### src/rtl/falafel_fifo_stream_reader.sv
// ---------------------------------------------------------------------------
// falafel_fifo_stream_reader
//
// Drain-side adapter for falafel_fifo. It pops entries through the FIFO's
// read/empty/dout interface and presents them downstream as a valid/ready
// stream. The stream outputs come straight from registers. A two-entry
// output/skid buffer keeps m_ready_i off the combinational path to
// fifo_read_o. A flush discards everything buffered and drains the FIFO.
// Wrapping counters track delivered beats and flushed (dropped) entries.
//
// Parameters:
//   DATA_W       entry width, must match the attached falafel_fifo
//   CNT_W        width of the beat and drop counters
//
// Ports:
//   clk_i        clock
//   rst_ni       asynchronous active-low reset
//   fifo_empty_i FIFO empty flag; when low, fifo_data_i is the head entry
//   fifo_data_i  FIFO head entry
//   fifo_read_o  pops the FIFO head at the clock edge
//   m_valid_o    output entry valid (registered)
//   m_ready_i    downstream accepts
//   m_data_o     output entry (registered)
//   flush_i      discard buffered entries and drain the FIFO while high
//   busy_o       an entry is held in the output or skid register
//   beat_cnt_o   delivered handshakes, wrapping
//   drop_cnt_o   entries discarded by flush, wrapping
// ---------------------------------------------------------------------------
module falafel_fifo_stream_reader #(
   parameter int DATA_W = 16,
   parameter int CNT_W  = 16
) (
   input  logic              clk_i,
   input  logic              rst_ni,
   input  logic              fifo_empty_i,
   input  logic [DATA_W-1:0] fifo_data_i,
   output logic              fifo_read_o,
   output logic              m_valid_o,
   input  logic              m_ready_i,
   output logic [DATA_W-1:0] m_data_o,
   input  logic              flush_i,
   output logic              busy_o,
   output logic [CNT_W-1:0]  beat_cnt_o,
   output logic [CNT_W-1:0]  drop_cnt_o
);

   logic              out_valid_q;
   logic [DATA_W-1:0] out_data_q;
   logic              skid_valid_q;
   logic [DATA_W-1:0] skid_data_q;
   logic [CNT_W-1:0]  beat_cnt_q;
   logic [CNT_W-1:0]  drop_cnt_q;

   logic              pop;
   logic              take;
   logic              held_drop;
   logic [1:0]        drop_inc;

   // Pop decision. In normal mode we only pop while the skid is free, so
   // there is always somewhere to put the popped entry regardless of what
   // downstream does this cycle; that is what keeps m_ready_i out of this
   // path. During flush every available entry is pulled and thrown away.
   always_comb begin
      pop = 1'b0;
      if (flush_i) begin
         pop = !fifo_empty_i;
      end else begin
         pop = !fifo_empty_i && !skid_valid_q;
      end
   end

   // Entries discarded by a flush this cycle: the skid entry, the output
   // entry unless it is being handed over anyway, and whatever is popped.
   always_comb begin
      take      = out_valid_q && m_ready_i;
      held_drop = out_valid_q && !m_ready_i;
      drop_inc  = {1'b0, skid_valid_q} + {1'b0, held_drop} + {1'b0, pop};
   end

   // Output/skid buffer. The output register is refilled from the skid
   // first (it holds the older entry) and from the FIFO only when the skid
   // is empty. While the output is held, a pop lands in the skid.
   always_ff @(posedge clk_i or negedge rst_ni) begin
      if (!rst_ni) begin
         out_valid_q  <= 1'b0;
         out_data_q   <= '0;
         skid_valid_q <= 1'b0;
         skid_data_q  <= '0;
      end else if (flush_i) begin
         out_valid_q  <= 1'b0;
         skid_valid_q <= 1'b0;
      end else if (out_valid_q && !take) begin
         if (!skid_valid_q && pop) begin
            skid_valid_q <= 1'b1;
            skid_data_q  <= fifo_data_i;
         end
      end else if (skid_valid_q) begin
         out_data_q   <= skid_data_q;
         skid_valid_q <= 1'b0;
      end else if (pop) begin
         out_valid_q <= 1'b1;
         out_data_q  <= fifo_data_i;
      end else begin
         out_valid_q <= 1'b0;
      end
   end

   // Delivered and dropped counters. A handshake on a flush cycle still
   // counts as delivered; both counters simply wrap.
   always_ff @(posedge clk_i or negedge rst_ni) begin
      if (!rst_ni) begin
         beat_cnt_q <= '0;
         drop_cnt_q <= '0;
      end else begin
         if (take) begin
            beat_cnt_q <= beat_cnt_q + CNT_W'(1);
         end
         if (flush_i) begin
            drop_cnt_q <= drop_cnt_q + CNT_W'(drop_inc);
         end
      end
   end

   assign fifo_read_o = pop;
   assign m_valid_o   = out_valid_q;
   assign m_data_o    = out_data_q;
   assign busy_o      = out_valid_q | skid_valid_q;
   assign beat_cnt_o  = beat_cnt_q;
   assign drop_cnt_o  = drop_cnt_q;

endmodule
### config.mk
export PLATFORM = sky130hd
export DESIGN_NAME = falafel_fifo_stream_reader
export DESIGN_NICKNAME = d
export VERILOG_FILES = /design/src/rtl/falafel_fifo_stream_reader.sv
export SDC_FILE = /design/constraint.sdc
export NUM_CORES = 1
export LEC_CHECK = 0
export CORE_UTILIZATION = 49
export CTS_BUF_LIST = sky130_fd_sc_hd__clkbuf_8 sky130_fd_sc_hd__clkbuf_16
export DETAILED_ROUTE_END_ITERATION = 8
export PLACE_DENSITY = 0.9
export RECOVER_POWER = 100
export SLEW_MARGIN = 20
export SYNTH_ARGS = -nofsm -noshare
export SYNTH_HDL_FRONTEND = slang
export SYNTH_SLANG_ARGS = --single-unit
### constraint.sdc
create_clock -name clk_i -period 3.6 [get_ports clk_i]
set_clock_uncertainty 0.1 [all_clocks]
set_input_delay 0.54 -clock clk_i [delete_from_list [all_inputs] [get_ports clk_i]]
set_output_delay 0.54 -clock clk_i [all_outputs]
set_load 0.005 [all_outputs]
; ---- After elaboration in Yosys (flattened, before gate mapping)
; Index checks and enable logic that the tools add are counted.
[word_totals]
latchBits = 0
reg_bits = 66
mem_count = 0
inputBits = 21
rom_bits = 0
mem_bits_rw = 0
[classes]
n_mux = 10
n_eq_ne = 3
div = 0
n_bitwise = 3
reduce_logical = 13
magnitude_cmp = 0
n_shift = 0
n_addsub = 4
mul = 0
[ops]
columns = op, count
row1 = 2-to-1 mux 16 bit, 2
row2 = adder 16 x 1 -> 16 bit (second input constant), 1
row3 = adder 16 x 2 -> 16 bit, 1
row4 = 2-to-1 mux 1 bit, 8
row5 = AND reduction 3 bit, 2
row6 = logical AND 1 bit, 5
row7 = zero test 1 bit, 4
row8 = inequality test 2 bit (second input constant), 2
row9 = inequality test 3 x 2 -> 1 bit (second input constant), 1
row10 = adder 1 x 1 -> 2 bit, 1
row11 = adder 2 x 1 -> 2 bit, 1
row12 = NOT 1 bit, 2
row13 = AND reduction 2 bit, 1
row14 = nonzero test 2 bit, 1
row15 = OR 1 bit, 1

; ---- Depth between registers and ports, before layout
[logic_depth]
depth_word = 7
depth_mapped = 12
mapped_depth_nobuf = 10

; ---- Worst setup path after synthesis
; No wires, ideal clock.
[synth_path]
path_type = reg-to-reg
start = register skid_valid_q
end = register drop_cnt_q[6], in the netlist drop_cnt_o[6]
n_path_buf = 3
setup_time_ns = 0.080
path_slack_ns = 0.733
synth_period_minus_slack_ns = 2.867
t_arrival_ns = 2.687
required_ns = 3.420
path_stages_with_launch = 13
cell_sequence = dfrtp_1 buf_2 buf_2 a21oi_1 inv_1 fa_1 inv_1 ha_1 fa_1 and3_1 clkbuf_1 nand4_1 xnor2_1
[synth_between]
elab_chain_len = 5
[synth_lines]
columns = item, line_no
row1 = start: declaration, 49  ; logic skid_valid_q;
row2 = start signal: assignment, 87  ; skid_valid_q <= 1'b0;
row3 = start signal: assignment, 91  ; skid_valid_q <= 1'b0;
row4 = start signal: assignment, 94  ; skid_valid_q <= 1'b1;
row5 = zero test 1 bit, 68  ; pop = !fifo_empty_i && !skid_valid_q;
row6 = logical AND 1 bit, 68
row7 = 2-to-1 mux 1 bit, 65  ; if (flush_i) begin
row8 = net fifo_read_o, 37  ; output logic fifo_read_o,
row9 = adder 2 x 1 -> 2 bit, 77  ; drop_inc = {1'b0, skid_valid_q} + {1'b0, held_drop} + {1'b0, pop};
row10 = adder 16 x 2 -> 16 bit, 119  ; drop_cnt_q <= drop_cnt_q + CNT_W'(drop_inc);
row11 = end signal: assignment, 119
row12 = end: declaration, 52  ; logic [CNT_W-1:0] drop_cnt_q;
; The timed path passes the listed nets, and every way through them passes these cells.
; A chain may end at the register's enable or synchronous reset.

; ---- Final worst setup path
[layout_path]
start = register skid_valid_q
end = output port busy_o
[layout_between]
elab_chain_len = 1
[layout_lines]
columns = item, line_no
row1 = OR 1 bit, 127  ; assign busy_o = out_valid_q | skid_valid_q;
row2 = end: declaration, 42  ; output logic busy_o,
; Every way passes these cells.

==> run metrics <==
status finished, final reports clean; FP Rows 28; CTS tree built; non-filler cells, final 385; Req. time, crit path 2.96 ns; Longest Clk Path Bufs 2; Clk pwr share between 20% and 30%; worst relative slew slack about 16%; Initial Util 50.5%; Crit Path Class reg2out; maxcap violations 0; Final Max Tran Viols 0; first-pass GRT wire length 9560 um; R2R Path End m_data_o[14]$_DFFE_PN0P_; Hold WC Path Type in2async; layout cell share with drive strength beyond 1 between 20% and 30%; final worst path period share a little over four fifths; CP max stage delay just over 0.9 ns; Max Freq 327 MHz; CTS Buf Count 9; total track usage 20.0%; post-synthesis sequential area ratio 55.2%; CTS resizes 0; fin worst setup slack 0.546 ns; Synth Instances around 230; critical path fanouts, max 21; Die Area between 0.006 and 0.007 mm^2; signal arrival time at the worst endpoint around 2.4 ns; Net Sw Frac a little over a quarter; critical path depth in cells 3; FF-to-FF path depth 6; fin area about 0.004 mm^2; final setup violation count 0; leading cell type in the layout, fill and taps excluded dfrtp_1; Setup Total Neg Slack 0 ns; sequential power share between 40 and 50%; antenna cells 0; WL per Instance approximately 15 um; die width approximately 80 um; Die Ht between 80 and 90 um; internal power around 1.5 mW; Worst Setup EP busy_o; mapped cell area between 0.002 and 0.003 mm^2; count of cell types in the netlist 26; clock sink count 66; DR vias ~2000; 1st-pass router iterations 4; CP Launch Type flip-flop; Syn Area/Cell 13.3 um^2; Worst-Margin Slew about 1.3 ns; IR drop worst, VDD between 0.2 and 0.3 mV; Layout Area Growth over Synthesis 31.1%; grt ovf 0; core area around 0.006 mm^2; Placer Congestion between 0.8 and 0.9; pin count of the biggest net entering global routing between 50 and 60; Leakage around 1.8 nW; ANT nets after route 0; setup bufs post-CTS 0; Final nets between 300 and 400; logic gate share of total power a little over a fifth; routed wire length 5700 um; most frequent cells in the layout dfrtp_1 (66), dlygate4sd3_1 (53), mux2_2 (50); PD cells 514 mW/mm^2; flops & latches, synth 66; Worst Setup End Kind output port; R2R Path Start skid_valid_q$_DFFE_PN0P_; slowest cell on the critical path clkbuf_1; CP delay by family, top buffers and inverters; Hold-fix buffers, CTS 0; Ys Warns 0; Period minus WS final ~3.1 ns; dpl cells 370; Place WS about 0.37 ns; R2R setup slack 0.75 ns; Clock Tree Root clkbuf_8; CP bufs+invs 2; detailed placement HPWL between 4000 and 5000 um; Max H-tree Level 3; DRT iter0 DRCs 86; Fin. Hold Viols 0; DRC 0; Switch Pwr 0.532 mW; vias per cell roughly 5.3; RSZ-0062 raised after global routing no; I/O pin count between 70 and 80; # port buffers 71; Critical Path Start skid_valid_q$_DFFE_PN0P_; clk_lat worst skew approximately 0.33 ns; Worst-path clk slew approximately 0.07 ns; initial antenna violation count 0; vias in the first global route roughly 2000; CP cell instances clkbuf_1, or2_2, dlygate4sd3_1; Placed Area between 0.003 and 0.004 mm^2; syn nets around 250
## final cells by class
class	count	area, um^2
Sequential cell	66	1650
Tap cell	75	93.8
Fill cell	470	2000
Multi-Input combinational cell	145	1230
Clock inverter	5	47.5
Clock buffer	10	138
Timing Repair Buffer	77	733
Inverter	7	26.3
## power by group through the flow
stage / sequential [mW] / combinational (mW) / clock, mW
after global routing: 1.02 / 0.475 / 0.636
after CTS: 1.01 / 0.485 / 0.604
after floorplan: 1.00 / 0.206 / 0
after detailed placement: 1.02 / 0.483 / 0
final: 0.996 / 0.433 / 0.586
after global placement: 1.01 / 0.462 / 0
## cells by family (layout without fill, tap and decap cells)
logic type | after synthesis | after routing | synth area share, %
fa+ha+maj | 5 | 5 | 2.59
flops | 66 | 66 | 55.2
simple gates | 56 | 56 | 11.5
compound gates | 5 | 5 | 0.920
buf+inv | 14 | 99 | 2.43
mux | 50 | 50 | 18.8
xor+xnor | 29 | 29 | 8.49
## metal layers
metal	GRT usage, %	vias to the layer above	wire (um)
li1	-	944	-
met1	26.8	1011	2560
met2	31.6	63	2770
met3	3.86	11	268
met4	8.57	0	104
met5	0	-	0
## registers in the layout (all words and copies together), names as in the netlist
name,flops
m_data_o,16
m_valid_o,1
drop_cnt_o,16
skid_valid_q,1
skid_data_q,16
beat_cnt_o,16
## stage by stage
step                hold WS [ns]  utilization [%]  power (mW)
global placement           0.361             64.0        1.47
global route               0.266             66.2        2.13
floorplan                  0.144                -        1.21
CTS                     0.000943             67.1        2.10
finish                     0.177             66.2        2.02
detailed placement         0.366             64.0        1.50
## how the worst min path moves through the flow
| stage | startpoint | end | slack (ns) | depth (start not counted) |
|---|---|---|---|---|
| 2_1_floorplan | rst_ni | beat_cnt_o[0]$_DFFE_PN0P_ | 0.14 | 0 |
| 3_3_place_gp | rst_ni | beat_cnt_o[10]$_DFFE_PN0P_ | 0.36 | 1 |
| 3_5_place_dp | rst_ni | beat_cnt_o[10]$_DFFE_PN0P_ | 0.37 | 1 |
| 4_1_cts | rst_ni | beat_cnt_o[10]$_DFFE_PN0P_ | 0.0009 | 1 |
| 5_1_grt | rst_ni | beat_cnt_o[9]$_DFFE_PN0P_ | 0.27 | 1 |
| 6_report | rst_ni | beat_cnt_o[10]$_DFFE_PN0P_ | 0.18 | 1 |
## synthesized netlist by cell type
| library cell | instances | area share [%] |
|---|---|---|
| dfrtp_1 | 66 | 55 |
| mux2_2 | 50 | 19 |
| xnor2_1 | 23 | 6.7 |
| nand2_1 | 16 | 2.0 |
| nand3_1 | 10 | 1.7 |
| and3_1 | 8 | 1.7 |
| inv_1 | 7 | 0.88 |
| nor2_1 | 6 | 0.75 |
| xor2_1 | 6 | 1.8 |
| nand4_1 | 5 | 1.0 |
| buf_2 | 4 | 0.67 |
| a21oi_1 | 3 | 0.50 |
| ha_1 | 3 | 1.3 |
| and4_1 | 2 | 0.59 |
| buf_6 | 2 | 0.75 |
| fa_1 | 2 | 1.3 |
| nor3_1 | 2 | 0.33 |
| nor4_4 | 2 | 1.4 |
| a21o_1 | 1 | 0.25 |
| clkbuf_1 | 1 | 0.13 |
| nand2b_4 | 1 | 0.46 |
| nand4_4 | 1 | 0.71 |
| nor2b_1 | 1 | 0.21 |
| nor4_2 | 1 | 0.42 |
| o21ai_0 | 1 | 0.17 |
| or2_2 | 1 | 0.21 |
Note: power is estimated with default switching activity, not from simulation.
